`config.mk`:
```
export PLATFORM = sky130hd
export DESIGN_NAME = tmds_decoder
export DESIGN_NICKNAME = d
export VERILOG_FILES = /design/src/rtl/tmds_pkg.sv /design/src/rtl/tmds_symbol_decode.sv /design/src/rtl/tmds_decoder.sv
export SDC_FILE = /design/constraint.sdc
export NUM_CORES = 1
export LEC_CHECK = 0
export ABC_AREA = 0
export BUFFER_PORTS_ARGS = -buffer_cell sky130_fd_sc_hd__buf_4
export CORE_ASPECT_RATIO = 0.7
export CORE_MARGIN = 5
export CORE_UTILIZATION = 55
export DETAILED_ROUTE_END_ITERATION = 10
export MAX_ROUTING_LAYER = met4
export PLACE_DENSITY = 0.8
export SLEW_MARGIN = 25
export SYNTH_ARGS = -nofsm -noshare
export SYNTH_HDL_FRONTEND = slang
export SYNTH_SLANG_ARGS = --single-unit
```
`constraint.sdc`:
```
create_clock -name clk_pixel -period 2 [get_ports clk_pixel]
set_input_delay 0.2 -clock clk_pixel [delete_from_list [all_inputs] [get_ports clk_pixel]]
set_output_delay 0.2 -clock clk_pixel [all_outputs]
set_load 0.02 [all_outputs]
```
`src/rtl/tmds_pkg.sv`:
```
// Shared TMDS constants and types: control tokens, symbol width and decoder FSM states.
package tmds_pkg;

  localparam int unsigned SYM_W = 10;

  // Control tokens as transmitted, bit 9 down to bit 0
  localparam logic [SYM_W-1:0] CTRL_00 = 10'b1101010100;
  localparam logic [SYM_W-1:0] CTRL_01 = 10'b0010101011;
  localparam logic [SYM_W-1:0] CTRL_10 = 10'b0101010100;
  localparam logic [SYM_W-1:0] CTRL_11 = 10'b1010101011;

  typedef enum logic {
    SEARCH,
    LOCKED
  } state_t;

endpackage

```
`src/rtl/tmds_symbol_decode.sv`:
```
// Combinational TMDS symbol decode: recognises control tokens and undoes the
// transition-minimising and DC-balancing steps for data symbols.
module tmds_symbol_decode
  import tmds_pkg::*;
(
  input  logic [SYM_W-1:0] sym,
  output logic             is_token,
  output logic             c1,
  output logic             c0,
  output logic [7:0]       data
);

  logic [7:0] d;

  always_comb begin
    is_token = 1'b1;
    c1       = 1'b0;
    c0       = 1'b0;
    case (sym)
      CTRL_00: {c1, c0} = 2'b00;
      CTRL_01: {c1, c0} = 2'b01;
      CTRL_10: {c1, c0} = 2'b10;
      CTRL_11: {c1, c0} = 2'b11;
      default: is_token = 1'b0;
    endcase
  end

  // Bit 9 flags inversion; bit 8 selects XOR (1) versus XNOR (0) chaining
  always_comb begin
    d       = sym[9] ? ~sym[7:0] : sym[7:0];
    data    = '0;
    data[0] = d[0];
    for (int i = 1; i < 8; i++) begin
      data[i] = sym[8] ? (d[i] ^ d[i-1]) : ~(d[i] ^ d[i-1]);
    end
  end

endmodule

```
`src/rtl/tmds_decoder.sv`:
```
// Single-lane TMDS receive decoder: word alignment by control-token hunting, then
// symbol decode. Define TMDS_ERR_CNT_EN to add the err_cnt lock-loss counter port.
module tmds_decoder
  import tmds_pkg::*;
#(
  parameter int unsigned LOCK_TOKENS = 16,
  parameter int unsigned TIMEOUT     = 4096,
  parameter int unsigned CNT_W       = $clog2(TIMEOUT + 1)
) (
  input  logic             clk_pixel,
  input  logic             reset,
  input  logic [SYM_W-1:0] tmds_raw,
  output logic [7:0]       data,
  output logic             c0,
  output logic             c1,
  output logic             de,
  output logic             locked,
  output logic [3:0]       align_offset
`ifdef TMDS_ERR_CNT_EN
  ,
  output logic [15:0]      err_cnt
`endif
);

  localparam logic [CNT_W-1:0] LOCK_CNT = CNT_W'(LOCK_TOKENS);
  localparam logic [CNT_W-1:0] TMO_CNT  = CNT_W'(TIMEOUT);

  logic [SYM_W-1:0]   prev_q, sym_q, sym_d;
  logic [2*SYM_W-2:0] win;
  state_t             state_q, state_d;
  logic [CNT_W-1:0]   run_q, run_d, tmo_q, tmo_d, tmo_inc;
  logic [3:0]         off_q, off_d, off_inc;
  logic [7:0]         data_q;
  logic               c0_q, c1_q, de_q;

  logic               is_token, tok_c0, tok_c1;
  logic [7:0]         dec_data;

  // Top bit of tmds_raw can never land inside a 10-bit window at offsets 0..9
  assign win = {tmds_raw[SYM_W-2:0], prev_q};

  always_comb begin
    sym_d = prev_q;
    for (int k = 1; k < SYM_W; k++) begin
      if (off_q == 4'(k)) sym_d = win[k +: SYM_W];
    end
  end

  tmds_symbol_decode u_dec (
    .sym      (sym_q),
    .is_token (is_token),
    .c1       (tok_c1),
    .c0       (tok_c0),
    .data     (dec_data)
  );

  assign tmo_inc = tmo_q + 1'b1;
  assign off_inc = (off_q == 4'd9) ? 4'd0 : off_q + 4'd1;

  always_comb begin
    state_d = state_q;
    run_d   = run_q;
    off_d   = off_q;
    tmo_d   = is_token ? '0 : tmo_inc;
    unique case (state_q)
      SEARCH: begin
        run_d = is_token ? run_q + 1'b1 : '0;
        if (is_token && (run_q + 1'b1) == LOCK_CNT) begin
          state_d = LOCKED;
          run_d   = '0;
        end else if (!is_token && tmo_inc == TMO_CNT) begin
          off_d = off_inc;
          run_d = '0;
          tmo_d = '0;
        end
      end
      LOCKED: begin
        if (!is_token && tmo_inc == TMO_CNT) begin
          state_d = SEARCH;
          off_d   = off_inc;
          run_d   = '0;
          tmo_d   = '0;
        end
      end
      default: state_d = SEARCH;
    endcase
  end

  always_ff @(posedge clk_pixel) begin
    if (reset) begin
      prev_q  <= '0;
      sym_q   <= '0;
      state_q <= SEARCH;
      run_q   <= '0;
      tmo_q   <= '0;
      off_q   <= '0;
      data_q  <= '0;
      c0_q    <= 1'b0;
      c1_q    <= 1'b0;
      de_q    <= 1'b0;
    end else begin
      prev_q  <= tmds_raw;
      sym_q   <= sym_d;
      state_q <= state_d;
      run_q   <= run_d;
      tmo_q   <= tmo_d;
      off_q   <= off_d;
      if (is_token) begin
        c0_q   <= tok_c0;
        c1_q   <= tok_c1;
        de_q   <= 1'b0;
        data_q <= '0;
      end else begin
        de_q   <= 1'b1;
        data_q <= dec_data;
      end
    end
  end

  // Gating also hides the stale pipeline contents left behind after lock loss
  assign locked       = (state_q == LOCKED);
  assign data         = locked ? data_q : '0;
  assign c0           = locked & c0_q;
  assign c1           = locked & c1_q;
  assign de           = locked & de_q;
  assign align_offset = off_q;

`ifdef TMDS_ERR_CNT_EN
  logic [15:0] err_q;
  logic        lock_lost;

  assign lock_lost = (state_q == LOCKED) && (state_d == SEARCH);

  always_ff @(posedge clk_pixel) begin
    if (reset) begin
      err_q <= '0;
    end else if (lock_lost && err_q != 16'hFFFF) begin
      err_q <= err_q + 16'd1;
    end
  end

  assign err_cnt = err_q;
`endif

endmodule

```
## Word level (Yosys, flattened, before mapping)

Index checks and enable logic that the tools add are counted.

- Reduce and logical (&&, ||, !) cells: 7
- Bitwise gates (word level): 19
- Multiplexer cells: 38
- Eq/ne operators: 17
- $add $sub $neg: 3

Operators by type and width:

| kind | count |
|---|---|
| $mux W13 | 7 |
| $mux W10 | 9 |
| $pmux W13 S2 | 2 |
| $add A13 B1 Y13 const B | 2 |
| $eq A10 B10 Y1 const B | 2 |
| $eq A4 B3 Y1 const B | 4 |
| $mux W8 | 2 |
| $eq A13 B13 Y1 const B | 1 |
| $eq A13 B5 Y1 const B | 1 |
| $mux W1 | 13 |
| $mux W4 | 3 |
| $eq A10 B8 Y1 const B | 1 |
| $eq A10 B9 Y1 const B | 1 |
| $eq A4 B2 Y1 const B | 2 |
| $eq A4 B4 Y1 const B | 2 |
| $not A1 Y1 | 8 |
| $not A8 Y8 | 1 |
| $pmux W4 S2 | 1 |
| $xor A1 B1 Y1 | 7 |
| $reduce_or A2 Y1 | 3 |
| $add A4 B1 Y4 const B | 1 |
| $eq A4 B1 Y1 const B | 1 |
| $reduce_or A4 Y1 | 1 |
| $and A1 B1 Y1 | 3 |
| 5 further kinds | 6 |

- Bits in registers: 62
- Logic and storage cells: 94
- Output and inout bits: 16
- Input bits: 12

## Depth between registers and ports, before layout

Gate-level depths: netlist of run 1.

- Word-level depth: 10
- Depth in mapped cells: 9
- Mapped depth without buffers: 7

## Hierarchy

From an unflattened synthesis of run 1, not the netlist that was laid out.

- Cells, all modules: 491
- Area, all modules: 3846.2 um2

Modules (own cells, without submodules):

| module | area each (um2) | cells each | sequential area each (um2) | times used |
|---|---|---|---|---|
| tmds_decoder | 3633.5 | 466 | 1241.2 | 1 |
| tmds_symbol_decode | 212.7 | 25 | 0.0 | 1 |

## Worst setup path after synthesis of run 1

Ideal clock, no wire load.

- Kind: reg-to-reg
- Start point: reg off_q[1], in the netlist align_offset[1]
- End point: reg sym_q[3]
- Arrival time: 1.984 ns
- Library setup time: 0.095 ns
- Path buffers: 3
- Period minus slack after synthesis: 2.080 ns
- Required time: 1.905 ns
- Path slack: -0.080 ns
- Cell stages (with the launch flop): 9
- Path through: dfxtp_1 > buf_2 > or4b_1 > clkbuf_1 > buf_2 > a21oi_1 > o22ai_1 > o21a_1 > a221oi_1

- Word-level cells in the longest chain between the ends: 10
- Elaborated cells on any way between the ends: 18
- Those cells by class: eq/ne: 9; mux: 9

Ends and longest elaborated chain:

| item | line | text |
|---|---|---|
| start, declared | tmds_decoder.sv:32 | `logic [3:0] off_q, off_d, off_inc;` |
| start signal, assigned | tmds_decoder.sv:96 | `off_q <= '0;` |
| start signal, assigned | tmds_decoder.sv:107 | `off_q <= off_d;` |
| $eq A4 B1 Y1 | tmds_decoder.sv:45 | `if (off_q == 4'(k)) sym_d = win[k +: SYM_W];` |
| $mux W10 (8 in a row) | tmds_decoder.sv:45 |  |
| $mux W10 (*) | tmds_decoder.sv:45 |  |
| end signal, assigned | tmds_decoder.sv:103 | `sym_q <= sym_d;` |
| end, declared | tmds_decoder.sv:28 | `logic [SYM_W-1:0] prev_q, sym_q, sym_d;` |

Every way passes the cells marked *; elsewhere a longest branch is shown, timed or not.
A chain may end at the register's enable or synchronous reset.

## Final worst setup path of run 1

- Start point: reg tmo_q[0]
- End point: reg off_q[2], in the netlist align_offset[2]

- Word-level cells in the longest chain between the ends: 6

Ends and longest elaborated chain:

| item | line | text |
|---|---|---|
| start, declared | tmds_decoder.sv:31 | `logic [CNT_W-1:0] run_q, run_d, tmo_q, tmo_d, tmo_inc;` |
| start signal, assigned | tmds_decoder.sv:106 | `tmo_q <= tmo_d;` |
| $add A13 B1 Y13 (*) | tmds_decoder.sv:57 | `assign tmo_inc = tmo_q + 1'b1;` |
| $eq A13 B13 Y1 (*) | tmds_decoder.sv:71, tmds_decoder.sv:78 |  |
| $logic_and A1 B1 Y1 (*) | tmds_decoder.sv:71, tmds_decoder.sv:78 |  |
| $mux W4 (*) | n/a |  |
| $mux W4 | n/a |  |
| $pmux W4 S2 (*) | n/a |  |

Every way passes the cells marked *; elsewhere a longest branch is shown, timed or not. The select of a mux whose other input is x is not followed.

==> metrics.md, run 1 <==
| Metric | Value |
|---|---|
| Fmax | `between 400 and 500 MHz` |
| Area delta synth->final | `33.29%` |
| CP Cell Sequence | `and3_4, and3_4, or3_4, a2111o_1, nor4_2, mux2_1` |
| Syn_nets | `~490` |
| Synthesized area per cell | `approximately 8.2 µm²` |
| Number of clock sinks | `62` |
| Synthesized cell area | `3841 µm²` |
| Crit path kind | `register to register` |
| RSZ-0062 raised after global routing | `true` |
| Worst Skew | `13.59 ps` |
| Yosys Warn Count | `0` |
| Routed Antenna Nets | `0` |
| Global Route Usage Sum | `26.66%` |
| Die width | `around 110 µm` |
| Vias | `slightly above 4,000` |
| Setup ws final | `-190.2 ps` |
| Synth Flop Type | `dfxtp_1` |
| CP arrival | `2410 ps` |
| Max Buffers Root-to-Sink | `2` |
| Post-DP Area | `approximately 4600 µm²` |
| Register area | `roughly 1300 µm²` |
| Fraction of layout cells with a size suffix above 1 | `roughly 34%` |
| Yosys top cell by area | `dfxtp_1` |
| Syn Inst Count | `between 400 and 500` |
| CP most frequent cell | `and3_4` |
| FF-to-FF Start | `tmo_q[0]` |
| Top post-synthesis cells by area | `dfxtp_1 32%, mux2i_1 6.0%, xnor2_1 5.0%, nor2_1 4.6%, a21oi_1 3.8%` |
| TritonCTS buffer count | `9` |
| Final Instance Area | `5120 µm²` |
| Largest net degree at the start of global routing | `29` |
| Post-synth EDFFs | `0` |
| CTS H-tree lvls | `3` |
| PortBufs | `27` |
| Diodes inserted | `0` |
| Total Neg Setup Slack | `-1504 ps` |
| Initial core utilization | `56.59%` |
| Lkg Pwr | `~2.0 nW` |
| Post-Place Setup Slack | `-152.6 ps` |
| Nets | `between 500 and 600` |
| Sum of buffers and inverters on the critical path | `0` |
| Vias/cell | `slightly above 6` |
| WL met3 | `1140 µm` |
| Avg WL per Cell | `between 15 and 20 µm` |
| CTS tree | `done` |
| Most common cell after layout, fill and taps aside | `buf_4` |
| GR Overflow Total | `0` |
| Post-synthesis sequential area ratio | `~32%` |
| Final critical-path share of the clock period | `109.5%` |
| DRT Wirelength | `11,560 µm` |
| Clock transition at the registers of the reported paths | `around 70 ps` |
| Routability Congestion | `0.9747` |
| DRC | `0` |
| Final Hold Viols | `0` |
| Detailed placement HPWL | `a little under 8000 µm` |
| Violated checks | `negative setup slack` |
| Number of global-route vias before repair | `about 3,700` |
| Crit. End Element | `register` |
| Critical-path maximum fanout | `4` |
| Slew margin rel. | `about three fifths` |
| Initial antenna violation count | `0` |
| Final setup vio count | `21` |
| Multi-input gate area | `around 2600 µm²` |
| Die Ht | `79.92 µm` |
| Setup crit start kind | `register` |
| FFs w/ async S/R, synth | `0%` |
| Metal2 WL | `just over 5000 µm` |
| First-pass GRT wire length | `17,830 µm` |
| Seq cells post-synth | `just over 60` |
| Pwr dens | `525.8 nW/µm²` |
| FILL cells | `between 400 and 500` |
| Hold_buf cts | `0` |
| Row count | `25` |
| MaxCap Viol Count | `0` |
| Ports | `28` |
| CP delay by family, top | `simple AND/OR/NAND/NOR gates` |
| Max Used Layer | `met4` |
| Total Power | `between 2 and 3 mW` |
| Worst hold start | `tmds_raw[9]` |
| Setup crit start | `tmo_q[0]` |
| Min Tclk post-route | `about 2200 ps` |
| Most frequent cells in the layout | `102 x buf_4, 49 x dfxtp_1, 44 x nor2_1` |
| Drt pass-1 iters | `7` |
| Post-synth cell types | `between 60 and 70` |
| Peak supply drop | `about 0.39 mV` |
| Final Core Density | `about three quarters` |
| Root buf cell | `clkbuf_8` |
| Worst-margin pin slew | `621.7 ps` |
| DRT met1 WL | `4925 µm` |
| Post-synth top area share | `32.31%` |
| 1st-iter DRT viols | `just over 400` |
| Clock Latency Late Sink | `~350 ps` |
| Outcome | `complete, but fails checks` |
| Largest stage delay, worst path | `about 480 ps` |
| Hold Crit Class | `input port to register` |
| Core Box Area | `around 6800 µm²` |
| Max-slew violation count | `0` |
| WP data required | `~2200 ps` |
| Slowest-stage cell, CP | `a2111o_1` |
| Die area | `about 8800 µm²` |
==> final timing paths <==
| path | slack (ps) | depth (start not counted) | to |
|---|---|---|---|
| setup / recovery | -190 | 6 | align_offset[2] |
| hold / removal | 60 | 2 | prev_q[9] |
| setup reg to reg | -190 | 6 | align_offset[2] |
| hold reg to reg | 440 | 1 | tmo_q[0] |
==> Yosys cell counts, drive strengths merged (5+ instances only) <==
library cell   n
and3           8
a21oi         29
a211oi        13
xnor2         22
nand4          9
nand3         13
buf            9
ha             5
a311oi         8
mux2i         23
o21ai         22
and2          15
nor2b         16
nor4           5
inv           16
xor2           7
nor2          48
nor3           8
nand2         32
a31oi          9
a211o          6
nand2b         7
dfxtp         62
or3            5
clkbuf        20
==> metrics by stage <==
stage               std cells  hold slack (ps)
finish                    657            64.39
global route              657            44.79
CTS                       650            50.08
detailed placement        632            415.7
global placement          632            411.9
floorplan                 469            328.2
==> layer usage <==
| layer | GRT usage (%) | up-vias |
|---|---|---|
| met5 | - | - |
| met4 | 6.476 | 0 |
| met3 | 9.216 | 51 |
| met2 | 39.04 | 200 |
| met1 | 35.23 | 1879 |
| li1 | - | 1899 |
==> state kept, by name, indices dropped and copies added, names as in the netlist <==
name,cells
align_offset,4
c1_q,1
tmo_q,13
locked,1
sym_q,10
prev_q,10
run_q,13
c0_q,1
de_q,1
data_q,8
==> report_power, final <==
group          total [mW]  switching (mW)  internal, mW
Combinational       0.203           0.105        0.0979
Clock                1.18           0.509         0.669
Sequential           1.31          0.0362          1.27
==> cell type report <==
class	count	area share [%]
multi-input cells	361	51.30
flip-flops and latches	62	24.61
repair buffers	108	16.50
clock buffers	12	3.226
well taps	94	2.297
inverters	17	1.246
clock inverters	3	0.8309
==> cell families after synthesis <==
logic type                 synth area share, %
AOI/OAI and AO/OA                        22.54
xor gates and xnor gates                 6.612
adders and majority gates                1.629
buffers and inverters                    4.788
DFF                                      32.31
muxes                                    6.580
and+or+nand+nor                          25.54
==> repair_timing <==
item	CTS	global route
setup endpoints to repair	26	29
pin swaps	2	10
cloned	1	0
setup buffers	2	7
resized for setup	21	34
Note: power is estimated with default switching activity, not from simulation.
==> run 2, diff against run 1 <==
--- a/config.mk
+++ b/config.mk
@@ -7,7 +7,7 @@
 export LEC_CHECK = 0
 export ABC_AREA = 0
 export BUFFER_PORTS_ARGS = -buffer_cell sky130_fd_sc_hd__buf_4
-export CORE_ASPECT_RATIO = 0.7
+export CORE_ASPECT_RATIO = 1.4
 export CORE_MARGIN = 5
 export CORE_UTILIZATION = 55
 export DETAILED_ROUTE_END_ITERATION = 10
@@ -17,3 +17,4 @@
 export SYNTH_ARGS = -nofsm -noshare
 export SYNTH_HDL_FRONTEND = slang
 export SYNTH_SLANG_ARGS = --single-unit
+export TNS_END_PERCENT = 1
==> metrics.md, run 2 (same netlist as run 1, synthesis figures left out) <==
| Metric | Value |
|---|---|
| Vias/cell | `roughly 6.1` |
| Total Power | `between 2 and 3 mW` |
| Critical-path maximum fanout | `4` |
| PortBufs | `27` |
| Drt pass-1 iters | `6` |
| Die Ht | `108.9 µm` |
| CP arrival | `around 2400 ps` |
| Violated checks | `negative setup slack` |
| Final setup vio count | `26` |
| Global Route Usage Sum | `26.52%` |
| Avg WL per Cell | `~17 µm` |
| Clock Latency Late Sink | `around 340 ps` |
| Worst-margin pin slew | `approximately 600 ps` |
| DRC | `0` |
| Die width | `between 80 and 90 µm` |
| Die area | `between 8000 and 9000 µm²` |
| Pwr dens | `between 500 and 600 nW/µm²` |
| Setup ws final | `-152.4 ps` |
| Post-Place Setup Slack | `-271.1 ps` |
| Hold_buf cts | `0` |
| Final Core Density | `70.01%` |
| Multi-input gate area | `approximately 2500 µm²` |
| Crit. End Element | `register` |
| Fmax | `464.6 MHz` |
| Final Hold Viols | `0` |
| Outcome | `complete, but fails checks` |
| Root buf cell | `clkbuf_8` |
| Crit path kind | `register to register` |
| Most common cell after layout, fill and taps aside | `buf_4` |
| Clock transition at the registers of the reported paths | `70 ps` |
| Largest net degree at the start of global routing | `36` |
| Initial antenna violation count | `0` |
| Detailed placement HPWL | `7788 µm` |
| DRT Wirelength | `about 11,000 µm` |
| Register area | `1246 µm²` |
| Post-DP Area | `around 4600 µm²` |
| Number of clock sinks | `slightly above 60` |
| Area delta synth->final | `25.60%` |
| WP data required | `between 2000 and 2500 ps` |
| Nets | `~560` |
| Fraction of layout cells with a size suffix above 1 | `roughly a quarter` |
| Hold Crit Class | `input port to register` |
| Vias | `3,913` |
| TritonCTS buffer count | `9` |
| Ports | `28` |
| CTS tree | `done` |
| Row count | `36` |
| Lkg Pwr | `1.861 nW` |
| Final Instance Area | `~4800 µm²` |
| Routability Congestion | `about 1.1` |
| Min Tclk post-route | `roughly 2200 ps` |
| Initial core utilization | `between 50% and 60%` |
| Number of global-route vias before repair | `3,894` |
| Core Box Area | `about 7000 µm²` |
| GR Overflow Total | `0` |
| Max Buffers Root-to-Sink | `2` |
| 1st-iter DRT viols | `249` |
| Final critical-path share of the clock period | `107.6%` |
| RSZ-0062 raised after global routing | `true` |
| Top flop regs | `run_q x13, tmo_q x13` |
| FILL cells | `537` |
| Peak supply drop | `0.3056 mV` |
| Routed Antenna Nets | `0` |
| Setup crit start kind | `register` |
| Max-slew violation count | `0` |
| CTS H-tree lvls | `3` |
| Final Non-Filler Cells | `645` |
| Slew margin rel. | `59.76%` |
| First-pass GRT wire length | `approximately 18,000 µm` |
| Most frequent cells in the layout | `94 x buf_4, 58 x dfxtp_1, 47 x nor2_1` |
| MaxCap Viol Count | `0` |
| Post-placement cell count | `629` |
| Setup Buffers After CTS | `0` |
| Worst Skew | `around 7.6 ps` |
| Diodes inserted | `0` |
[run 2: cell types whose count changed in the layout (fill, tap and decap cells not counted), sizes merged]
cell and delta:
buf -14, clkbuf -1, clkinvlp -1, clkinv +3
[run 2: critical path, cell delays in order, from the launching register on]
cell      delay (ps)
dfxtp_1          370
and3_1           190
and3_1           180
or3_4            330
a2111o_1         450
nor4_2           190
mux2_1           340
[run 2: per-layer routing]
metal / share of wire [%] / track usage (%) / wire length [µm]
met5: 0 / - / 0
met2: 55 / 49.11 / 5873
met1: 36 / 25.76 / 3898
met3: 4.8 / 3.719 / 521
met4: 4.3 / 15.58 / 467
[run 2: final timing paths]
path	start	to	slack (ps)	depth (start not counted)
worst min register to register	tmo_q[0]	tmo_q[0]	430	1
worst min-delay path	tmds_raw[9]	prev_q[9]	80	2
worst max-delay path	tmo_q[3]	align_offset[2]	-150	6
worst max register to register	tmo_q[3]	align_offset[2]	-150	6
[run 2: repair_timing]
action	4_1_cts	5_1_grt
resized for setup	7	11
pin swaps	1	3
setup endpoints to repair	26	31
[run 2: layout make-up]
class                   count  area share [%]
clock buffers              11           2.723
clock inverters             5           1.037
inverters                  17           1.323
multi-input cells         361           52.00
flip-flops and latches     62           25.83
well taps                  95           2.464
repair buffers             94           14.63
[run 2: metrics by stage]
| step | hold WS (ps) | TNS (ps) |
|---|---|---|
| floorplan | 328.2 | -77.12 |
| global route | 101.3 | -4955 |
| global placement | 419.7 | -1063 |
| CTS | 68.31 | -2381 |
| finish | 75.46 | -2089 |
| detailed placement | 426.2 | -5140 |
[run 2: power breakdown]
| group | leakage, nW | total [mW] | switching [mW] | internal (mW) |
|---|---|---|---|---|
| sequential | 0.509 | 1.30 | 0.0277 | 1.27 |
| combinational | 1.26 | 0.203 | 0.104 | 0.0991 |
| clock | 0.0968 | 1.06 | 0.488 | 0.568 |
